$ cat config.mk
export PLATFORM = sky130hd
export DESIGN_NAME = mem_perf_counters
export DESIGN_NICKNAME = d
export VERILOG_FILES = /design/src/rtl/mem_perf_counters.sv
export SDC_FILE = /design/constraint.sdc
export NUM_CORES = 1
export LEC_CHECK = 0
export CORE_UTILIZATION = 51
export DETAILED_ROUTE_END_ITERATION = 8
export GPL_TIMING_DRIVEN = 0
export PLACE_DENSITY_LB_ADDON = 0.12
export SLEW_MARGIN = 40
export SYNTH_ARGS = -nofsm -noshare
export SYNTH_HDL_FRONTEND = slang
export SYNTH_SLANG_ARGS = --single-unit
$ cat constraint.sdc
create_clock -name clk -period 3.2 [get_ports clk]
set_clock_uncertainty 0.05 [all_clocks]
set_input_delay 0.64 -clock clk [delete_from_list [all_inputs] [get_ports clk]]
set_output_delay 0.64 -clock clk [all_outputs]
set_load 0.005 [all_outputs]
$ cat src/rtl/mem_perf_counters.sv
// rtl/mem_perf_counters.sv - memory-side perf counters: reads, writes, stalls, prefetches, read latency
module mem_perf_counters #(
  parameter int CTR_BITS     = 44,
  parameter int PENDING_BITS = 8
) (
  input  logic                    clk,
  input  logic                    reset,
  input  logic                    perf_clear,
  input  logic                    mem_req_valid,
  input  logic                    mem_req_ready,
  input  logic                    mem_req_rw,
  input  logic                    mem_req_prefetch,
  input  logic                    mem_rsp_valid,
  input  logic                    mem_rsp_ready,
  output logic [CTR_BITS-1:0]     mem_reads,
  output logic [CTR_BITS-1:0]     mem_writes,
  output logic [CTR_BITS-1:0]     mem_stalls,
  output logic [CTR_BITS-1:0]     mem_latency,
  output logic [CTR_BITS-1:0]     dcache_prefetch_requests,
  output logic [PENDING_BITS-1:0] pending_reads,
  output logic                    perf_err
);

  localparam logic [PENDING_BITS-1:0] PEND_MAX = '1;

  logic req_fire, rsp_fire, rd_fire, wr_fire, pf_fire, stall;
  logic err_set;

  logic [CTR_BITS-1:0]     reads_q, reads_d;
  logic [CTR_BITS-1:0]     writes_q, writes_d;
  logic [CTR_BITS-1:0]     stalls_q, stalls_d;
  logic [CTR_BITS-1:0]     latency_q, latency_d;
  logic [CTR_BITS-1:0]     prefetch_q, prefetch_d;
  logic [PENDING_BITS-1:0] pending_q, pending_d;
  logic                    err_q, err_d;

  assign req_fire = mem_req_valid & mem_req_ready;
  assign rsp_fire = mem_rsp_valid & mem_rsp_ready;
  assign rd_fire  = req_fire & ~mem_req_rw;
  assign wr_fire  = req_fire & mem_req_rw;
  assign pf_fire  = req_fire & mem_req_prefetch;
  assign stall    = mem_req_valid & ~mem_req_ready;

  // Tracker saturates at both ends; a simultaneous issue and retire cancels out.
  always_comb begin
    pending_d = pending_q;
    err_set   = 1'b0;
    if (rd_fire && !rsp_fire) begin
      if (pending_q == PEND_MAX) err_set = 1'b1;
      else                       pending_d = pending_q + 1'b1;
    end else if (rsp_fire && !rd_fire) begin
      if (pending_q == '0) err_set = 1'b1;
      else                 pending_d = pending_q - 1'b1;
    end
  end

  // Clear discards this cycle's events for the counters but not for the tracker.
  always_comb begin
    reads_d    = reads_q + CTR_BITS'(rd_fire);
    writes_d   = writes_q + CTR_BITS'(wr_fire);
    stalls_d   = stalls_q + CTR_BITS'(stall);
    prefetch_d = prefetch_q + CTR_BITS'(pf_fire);
    latency_d  = latency_q + CTR_BITS'(pending_q);
    err_d      = err_q | err_set;
    if (perf_clear) begin
      reads_d    = '0;
      writes_d   = '0;
      stalls_d   = '0;
      prefetch_d = '0;
      latency_d  = '0;
      err_d      = 1'b0;
    end
  end

  always_ff @(posedge clk) begin
    if (reset) begin
      reads_q    <= '0;
      writes_q   <= '0;
      stalls_q   <= '0;
      prefetch_q <= '0;
      latency_q  <= '0;
      pending_q  <= '0;
      err_q      <= 1'b0;
    end else begin
      reads_q    <= reads_d;
      writes_q   <= writes_d;
      stalls_q   <= stalls_d;
      prefetch_q <= prefetch_d;
      latency_q  <= latency_d;
      pending_q  <= pending_d;
      err_q      <= err_d;
    end
  end

  assign mem_reads                = reads_q;
  assign mem_writes               = writes_q;
  assign mem_stalls               = stalls_q;
  assign mem_latency              = latency_q;
  assign dcache_prefetch_requests = prefetch_q;
  assign pending_reads            = pending_q;
  assign perf_err                 = err_q;

endmodule

==> results.toml <==
[critical_path]
reg2regPathDepth = 8
cp.required_ps = 3590
cp.arrival_ps = 3500
rrSetupSlack_ps = 280
cp-end-kind = "register"
path_cells = "clkdlybuf4s50_1 -> and3_4 -> ha_4 -> ha_2 -> nand2_1 -> or3_4 -> or4_4 -> buf_6 -> or4_1 -> a21oi_1"
critPathSlowestCell = "or4_4"
start_kind = "primary input"
worstSetupPathType = "primary input to register"
cpPeakStageDelay_ps = 590
crit_fanout = 10

[sta]
fin_crit_sh_pct = 97.3
worst_pin_slew_ps = 847
setup_viol_count_final = 0
rsz0062_at_grt = "false"
fin_setup_tns_ps = 0
finalCriticalPeriod_ps = 3110
hold_viol = 0
fmax_mhz = 321
max_slew_margin_pct = 43.5
final-max-slew-violation-count = 0

[placement]
place_inst = 1780
portBuffers = 237
gp_congestion = 0.839
placed_cell_area_um2 = 13500
post-dp-hpwl_um = 21700

[synth]
synth_most_common_cell = "dfxtp_1"
syn_nets = 1308
yosysSeqAreaShare_pct = 42.3
synthCells = 1273
synth_mux_area_share_pct = 0.658
ys_top_cells_by_area = "dfxtp_1 (42%), xnor2_1 (4.9%), nor2_1 (4.7%), xor2_1 (4.6%), a21oi_1 (3.6%)"
synth_cell_type_count = 49
synth_warnings = 0
synth-adder-area-share_pct = 3.14
syn-cell-area_um2 = 10800
synth_seq_cells = 229
synth_top_cell_by_area = "dfxtp_1"
synth-async-reset-ratio_pct = 0
yosys-top-cells-count = "dfxtp_1 (229), nor2_1 (135), nand2_1 (95)"
synth_top_family_by_area = "simple AND/OR/NAND/NOR gates"
syn_area_per_cell_um2 = 8.51
synth_xor_area_share_pct = 9.54
yosys.area_share.simple_pct = 29.0
synthFlopType = "dfxtp_1"
synth-edff-count = 0
synth_top_area_share_pct = 42.3
synth_compound_area_share_pct = 11.9

[layout]
post-route-util_pct = 70.8
design_area_um2 = 14500
final_cells = 1823
layout.nets = 1569
area_growth_pct = 34.0
final_layout_size_suffix_gt1_share_pct = 4.96

[clock_network]
numCtsBuffers = 25
cts.sinks = 229
cts.path.max_buffers = 3
clk_latency_ps = 510
clockRootBuffer = "clkbuf_16"
clkTransAtPathRegs_ps = 60
cts_tree = "built"
cts_max_level = 1

[global_routing]
grt_max_degree = 14
grt_first_pass_wirelength_um = 48900
overflow = 0
grt_pass1_vias = 9718
antenna_found_initial = 2
track_usage_pct = 27.3

[die]
die_x_um = 148
pin_count = 238
row_count = 52
core_area_um2 = 20500
die_y_um = 148
die_area_um2 = 21800
initial_core_util_pct = 52.9

[routing]
vias = 10600
dr.pass1.iters = 5
wl_per_cell_um = 16.9
vias_per_cell = 5.83
drtIter0Drc = 658
postRouteAntennaNets = 0
drc = 0
drt_wl_total_um = 30700

[hold_path]
hp-class = "register to register"
hold_depth = 2

[flow_run]
drv_cap = 0

[pwr]
power_density_nw_per_um2 = 484
power_w = 0.00702
irDropWorstVdd_uv = 433
p_leak_nw = 4.64

[outcome]
outcome = "complete, no violations"
==> metal layers <==
layer / track usage [%] / vias up / part of all wire (%)
met5: 0 / - / 0.039
met2: 45.1 / 324 / 46
met1: 36.3 / 5069 / 45
met4: 10.1 / 2 / 3.1
li1: - / 5173 / -
met3: 3.61 / 67 / 5.4
==> layout by cell type, fill, tap and decap left out, types with 9 or more instances in the layout <==
master           instances
o311ai_0                 9
and3_1                  23
a21oi_1                 78
o41ai_1                  9
dfxtp_1                229
clkbuf_1                52
nor4_1                  25
and2_1                  15
nor2_1                 134
o31ai_1                 33
nand4_1                 49
inv_1                   37
o21ai_0                 42
and4_1                  21
xnor2_1                 61
nand2_1                 95
clkbuf_16               25
nor3_1                  28
xor2_1                  57
clkdlybuf4s50_1        237
nand3_1                 72
or4_1                   48
o211ai_1                16
ha_1                    17
or3_1                   51
==> worst max-delay path, delay by kind of cell <==
kind | cells | cell delay [ps]
adder cells (fa/ha/maj) | 2 | 360
AND/OR/NAND/NOR | 5 | 1660
AO/OA/AOI/OAI | 1 | 140
buffers and inverters | 2 | 680
==> stage by stage <==
stage          setup slack (ps)  hold WS (ps)
6_report                   87.4           433
5_1_grt                    3.34           458
4_1_cts                    7.19           435
3_5_place_dp               -813           414
3_3_place_gp               -787           401
2_1_floorplan               297           407
==> registers in the layout (all words and copies together) (netlist names) <==
signal and flops:
mem_stalls 44, dcache_prefetch_requests 44, mem_latency 44, mem_reads 44, pending_reads 8, perf_err 1, mem_writes 44
==> worst paths after layout <==
| check | endpoint | start |
|---|---|---|
| setup / recovery | mem_writes[42] | mem_req_ready |
| hold / removal | perf_err | perf_err |
| setup reg to reg | mem_latency[42] | pending_reads[0] |
| hold reg to reg | perf_err | perf_err |
==> final cells by class <==
class / instances / area, um^2
Inverter: 37 / 139
Antenna cell: 1 / 2.50
Timing Repair Buffer: 237 / 2370
Fill cell: 1708 / 5980
Buffer: 57 / 226
Tap cell: 270 / 338
Multi-Input combinational cell: 947 / 5940
Clock inverter: 12 / 188
Clock buffer: 33 / 716
Sequential cell: 229 / 4580
==> logic make-up after synthesis <==
family,after synthesis
AOI/OAI and AO/OA,208
xor gates and xnor gates,118
adders and majority gates,26
buffers and inverters,97
DFF,229
muxes,7
and+or+nand+nor,588
==> repair_timing <==
item,4_1_cts,5_1_grt
hold buffers,0,0
endpoints found under the setup margin,19,30
resized for setup,10,13
gates cloned,0,0
buffers inserted,0,0
==> where the power goes <==
part / internal, W / switching (W)
combinational: 0.000400 / 0.000450
clock: 0.00197 / 0.00117
sequential: 0.00291 / 0.000117
(Power assumes the default switching activity.)
